[config.mk]
export PLATFORM = sky130hd
export DESIGN_NAME = axi_read_arbiter
export DESIGN_NICKNAME = d
export VERILOG_FILES = /design/src/rtl/axi_read_arbiter.sv
export SDC_FILE = /design/constraint.sdc
export NUM_CORES = 1
export LEC_CHECK = 0
export ABC_AREA = 1
export CAP_MARGIN = 0
export CORE_MARGIN = 3
export CORE_UTILIZATION = 38
export CTS_CLUSTER_SIZE = 12
export DETAILED_ROUTE_END_ITERATION = 8
export DONT_BUFFER_PORTS = 1
export PLACE_DENSITY_LB_ADDON = 0.12
export SLEW_MARGIN = 20
export SYNTH_ARGS = -nofsm -noshare
export SYNTH_HDL_FRONTEND = slang
export SYNTH_SLANG_ARGS = --single-unit
[constraint.sdc]
create_clock -name clock -period 1.74 [get_ports clock]
set_input_delay 0.348 -clock clock [delete_from_list [all_inputs] [get_ports clock]]
set_output_delay 0.348 -clock clock [all_outputs]
set_load 0.005 [all_outputs]
[src/rtl/axi_read_arbiter.sv]
// Round-robin arbiter sharing one AXI read channel (AR/R) among NUM_MASTERS refill engines.
// Optional burst-length checker enabled by defining AXI_ARB_LEN_CHECK_EN.
module axi_read_arbiter #(
  parameter int NUM_MASTERS = 2,
  parameter int ADDR_WIDTH  = 32,
  parameter int DATA_WIDTH  = 32,
  parameter int LEN_WIDTH   = 4
) (
  input  logic                              clock,
  input  logic                              reset,
  input  logic [NUM_MASTERS-1:0]            m_ar_valid,
  output logic [NUM_MASTERS-1:0]            m_ar_ready,
  input  logic [NUM_MASTERS*ADDR_WIDTH-1:0] m_ar_addr,
  input  logic [NUM_MASTERS*LEN_WIDTH-1:0]  m_ar_len,
  input  logic [NUM_MASTERS*3-1:0]          m_ar_size,
  output logic [NUM_MASTERS-1:0]            m_r_valid,
  input  logic [NUM_MASTERS-1:0]            m_r_ready,
  output logic [DATA_WIDTH-1:0]             m_r_data,
  output logic                              m_r_last,
  output logic                              axi_ar_valid,
  input  logic                              axi_ar_ready,
  output logic [ADDR_WIDTH-1:0]             axi_ar_addr,
  output logic [LEN_WIDTH-1:0]              axi_ar_len,
  output logic [2:0]                        axi_ar_size,
  input  logic                              axi_r_valid,
  output logic                              axi_r_ready,
  input  logic [DATA_WIDTH-1:0]             axi_r_data,
  input  logic                              axi_r_last,
  output logic [NUM_MASTERS-1:0]            grant,
  output logic                              busy,
  output logic                              err_len
);

  localparam int PTR_W = (NUM_MASTERS > 1) ? $clog2(NUM_MASTERS) : 1;
  localparam int SUM_W = PTR_W + 1;
  localparam int CNT_W = LEN_WIDTH + 1;

  typedef enum logic [1:0] {IDLE, ADDR, DATA} state_t;

  state_t                 state;
  logic [PTR_W-1:0]       rr_ptr;
  logic [PTR_W-1:0]       gnt_idx;
  logic [CNT_W-1:0]       beat_cnt;
  logic [ADDR_WIDTH-1:0]  ar_addr;
  logic [LEN_WIDTH-1:0]   ar_len;
  logic [2:0]             ar_size;

  logic [ADDR_WIDTH-1:0]  addr_arr [NUM_MASTERS];
  logic [LEN_WIDTH-1:0]   len_arr  [NUM_MASTERS];
  logic [2:0]             size_arr [NUM_MASTERS];

  logic                   pick_valid;
  logic [PTR_W-1:0]       pick_idx;
  logic [NUM_MASTERS-1:0] pick_onehot;
  logic                   r_hs;

  for (genvar i = 0; i < NUM_MASTERS; i++) begin : g_unpack
    assign addr_arr[i] = m_ar_addr[i*ADDR_WIDTH +: ADDR_WIDTH];
    assign len_arr[i]  = m_ar_len[i*LEN_WIDTH +: LEN_WIDTH];
    assign size_arr[i] = m_ar_size[i*3 +: 3];
  end

  // Search from rr_ptr upward with an explicit wrap so non-power-of-two counts work.
  always_comb begin : arb
    logic [SUM_W-1:0] sum;
    logic [PTR_W-1:0] cand;
    // NOTE: every output of this block gets a default first, so no path can infer a latch.
    pick_valid  = 1'b0;
    pick_idx    = '0;
    pick_onehot = '0;
    sum         = '0;
    cand        = '0;
    for (int k = 0; k < NUM_MASTERS; k++) begin
      sum = {1'b0, rr_ptr} + SUM_W'(k);
      if (sum >= SUM_W'(NUM_MASTERS)) sum = sum - SUM_W'(NUM_MASTERS);
      cand = sum[PTR_W-1:0];
      if (!pick_valid && m_ar_valid[cand]) begin
        pick_valid        = 1'b1;
        pick_idx          = cand;
        pick_onehot[cand] = 1'b1;
      end
    end
  end

  // The request handshake completes in the IDLE cycle itself; gating with reset keeps it quiet during reset.
  assign m_ar_ready   = (state == IDLE && reset) ? pick_onehot : '0;
  assign axi_ar_valid = (state == ADDR);
  assign axi_ar_addr  = ar_addr;
  assign axi_ar_len   = ar_len;
  assign axi_ar_size  = ar_size;
  assign axi_r_ready  = (state == DATA) && m_r_ready[gnt_idx];
  assign m_r_valid    = (state == DATA && axi_r_valid) ? grant : '0;
  assign m_r_data     = (state == DATA) ? axi_r_data : '0;
  assign m_r_last     = (state == DATA) && axi_r_last;
  assign busy         = (state != IDLE);
  assign r_hs         = axi_r_valid && axi_r_ready;

  // NOTE: sequential state uses non-blocking assignments so every register samples pre-edge values.
  always_ff @(posedge clock or negedge reset) begin
    if (!reset) begin
      state    <= IDLE;
      rr_ptr   <= '0;
      gnt_idx  <= '0;
      grant    <= '0;
      beat_cnt <= '0;
      ar_addr  <= '0;
      ar_len   <= '0;
      ar_size  <= '0;
    end else begin
      case (state)
        IDLE: begin
          if (pick_valid) begin
            state   <= ADDR;
            gnt_idx <= pick_idx;
            grant   <= pick_onehot;
            ar_addr <= addr_arr[pick_idx];
            ar_len  <= len_arr[pick_idx];
            ar_size <= size_arr[pick_idx];
          end
        end
        ADDR: begin
          if (axi_ar_ready) state <= DATA;
        end
        DATA: begin
          if (r_hs) begin
            if (axi_r_last) begin
              state    <= IDLE;
              grant    <= '0;
              beat_cnt <= '0;
              rr_ptr   <= (gnt_idx == PTR_W'(NUM_MASTERS - 1)) ? '0 : gnt_idx + 1'b1;
            end else begin
              beat_cnt <= beat_cnt + 1'b1;
            end
          end
        end
        default: state <= IDLE;
      endcase
    end
  end

`ifdef AXI_ARB_LEN_CHECK_EN
  logic err_q;
  logic len_mismatch;

  // beat_cnt is the index of the beat being transferred, so the final beat must see beat_cnt == len.
  assign len_mismatch = axi_r_last ? (beat_cnt != {1'b0, ar_len})
                                   : (beat_cnt == {1'b0, ar_len});

  always_ff @(posedge clock or negedge reset) begin
    if (!reset) begin
      err_q <= 1'b0;
    end else if (r_hs && len_mismatch) begin
      err_q <= 1'b1;
    end
  end

  assign err_len = err_q;
`else
  assign err_len = 1'b0;
`endif

endmodule

==> results.yml <==
clock_tree:
  cts_buffer_depth: 2
  cts_inserted_buffers: 5
  cts.sinks: 45
  ctsRootBufferMaster: "clkbuf_8"
  path_clk_slew_ns: 0.09
  cts_tree: "done"
  htreeDepth: 2
  clock_latency_ns: 0.29
sta:
  fin_skew_ns: 0.0170
  slew_violations: 0
  period_share_pct: 94.6
  final_hold_viol_count: 0
  fin_crit_ns: 1.65
  rsz0062_at_grt: "yes"
  fmax_mhz: 607
  setup_viol: 0
run:
  maxCapViolCount: 0
worst_setup_path:
  cp_max_fo: 35
  crit_family: "flip-flops"
  critPathMaxStageDelay_ns: 0.43
  path_buf_inv: 2
  cp.required_ns: 1.39
  path_class: "reg -> out"
  worstSetupEndpointType: "primary output"
  worst_setup_path_start_kind: "flip-flop"
  cp_data_arrival_time_ns: 1.30
  crit_chain: "inv_1 > nor2_4 > inv_6 > nor2_1"
  slowest_stage: "dfrtp_1"
cells_and_area:
  antenna_cells: 0
  final_util_pct: 42.3
  final_cell_count_no_fill: 412
  finish.net_count: 454
  syn_to_final_growth_pct: 6.43
  drive_gt1_share_pct: 10.7
power:
  ir_worst_vdd_mv: 0.552
  total_power_w: 0.00448
  power_leakage_nw: 1.31
  p_per_area_mw_per_mm2: 1640
floorplan:
  core_region_area_mm2: 0.00646
  die_x_um: 88.2
  die_area_mm2: 0.00779
  initial_core_util_pct: 39.8
  num_io_pins: 201
  dieHeight_um: 88.2
  rows: 29
route:
  drtIter0Drc: 110
  dr.pass1.iters: 4
  drc_errors: 0
  wl_per_cell_um: 15.9
  antenna_left: 0
  route.vias.total: 2196
  viasPerCell: 5.33
  wl_mm: 6.57
global_routing:
  overflow: 0
  grt_pass1_vias: 1986
  grt_usage_pct: 16.0
  grt_start_max_net_pins: 48
  grt_pass1_wl_mm: 9.80
  antenna_found_initial: 0
place:
  numPlacedInstances: 402
  gp_congestion: 0.770
  hpwl_mm: 4.84
  portBuffers: 0
yosys:
  synth_seq_cells: 45
  mappedNetlistArea_mm2: 0.00257
  synth_nets: 462
  ys_seq_area_share_pct: 43.8
  yosys.area.top_type: "dfrtp_1"
  yosysTopAreaCellShare_pct: 43.8
  avgSynthCellArea_um2: 7.49
  yosysWarnings: 0
  syn_inst: 343
  synth.area.top_cells: "dfrtp_1, nor2_1, nand2_1"
  synthDistinctLibCells: 23
outcome:
  status: "finished clean"
worst_hold_path:
  hold_path_class: "in -> reg"
[state kept, by name, summed over array words and instances, names as in the netlist]
signal and count:
axi_ar_addr 32, axi_ar_len 4, axi_ar_size 3, gnt_idx 1, grant 2, rr_ptr 1
state 2
[final cells by class]
cell class	count	area, um2
fillers	668	3720
multi-input cells	228	1130
flip-flops and latches	45	1130
inverters	45	176
repair buffers	10	123
well taps	77	96.3
clock buffers	6	72.6
clock inverters	1	8.76
[power by group]
group	internal [W]	switching, W	leakage, nW
combinational	0.000714	0.00112	0.758
clock	0.000278	0.000337	0.0412
sequential	0.00158	0.000456	0.509
[stage by stage]
stage / setup WS [ns] / TNS [ns] / cell area, um2 / hold WS, ns
after floorplan: 0.381 / 0 / 2570 / 0.0524
after global placement: 0.308 / 0 / 2590 / 0.0536
after detailed placement: 0.266 / 0 / 2590 / 0.0538
after CTS: 0.0402 / 0 / 2710 / 0.183
after global routing: -0.0222 / -0.163 / 2740 / 0.177
final: 0.0932 / 0 / 2740 / 0.190
[worst paths after layout]
path / start / endpoint / slack, ns / depth (start not counted)
max: state[1]$_DFFE_PN0P_ / m_r_data[16] / 0.09 / 4
max reg2reg: state[1]$_DFFE_PN0P_ / grant[1]$_DFFE_PN0P_ / 0.43 / 7
min in group asynchronous: reset / axi_ar_size[0]$_DFFE_PN0P_ / 0.56 / 2
min reg2reg: grant[0]$_DFFE_PN0P_ / grant[0]$_DFFE_PN0P_ / 0.56 / 2
min: m_ar_len[3] / axi_ar_len[3]$_DFFE_PN0P_ / 0.19 / 2
max in group asynchronous: reset / axi_ar_addr[5]$_DFFE_PN0P_ / 0.97 / 2
[routing by layer]
| layer | track usage (%) | up-vias | part of all wire [%] |
|---|---|---|---|
| met5 | 0 | - | 0 |
| met4 | 5.08 | 0 | 1.2 |
| met3 | 4.84 | 6 | 9.5 |
| met2 | 26.1 | 125 | 49 |
| met1 | 20.4 | 985 | 40 |
| li1 | - | 1080 | - |
[cell usage after synthesis]
library cell,count
nor2_1,75
nand2_1,58
dfrtp_1,45
inv_1,43
nand3_1,43
a31oi_1,29
buf_2,13
a31oi_2,10
buf_4,4
buf_6,4
clkbuf_1,4
and3_1,2
nor2_4,2
o21ai_0,2
a21oi_1,1
conb_1,1
inv_2,1
inv_4,1
nand2_2,1
nor3_1,1
nor4_1,1
o21ai_2,1
o21ai_4,1
[logic make-up (layout without fill, tap and decap cells)]
kind of cell    after synthesis  in the layout  synth area share, %
other cells                   1              1                0.146
compound gates               44             44                 13.5
simple gates                183            183                 29.8
flops                        45             45                 43.8
buf+inv                      70             62                 12.7
[worst register-to-register path: cells and delay by family, from the launching register on]
family / cells / cell delay, ns
and+or+nand+nor: 4 / 0.41
buffers and inverters: 2 / 0.23
DFF: 1 / 0.43
AOI/OAI and AO/OA: 1 / 0.15
[layout by cell type, fill, tap and decap left out, types with 2 or more instances in the layout]
master,Yosys,layout
dfrtp_1,45,45
a31oi_1,29,29
inv_1,43,43
clkbuf_8,0,5
and3_1,2,2
nor2_4,2,2
o21ai_0,2,2
nor2_1,75,73
buf_12,0,2
buf_4,4,6
nand3_1,43,43
nor2_2,0,2
nand2_1,58,58
a31oi_2,10,10
[what timing repair did]
item / 4_1_cts / 5_1_grt
hold buffers: 2 / 0
endpoints found under the setup margin: 34 / 35
gates resized for setup: 1 / 5
buffers inserted: 0 / 1
pin swaps: 0 / 1
gates cloned: 0 / 0
endpoints found under the hold margin: 45 / 0
Power figures use the tool's default switching activity.
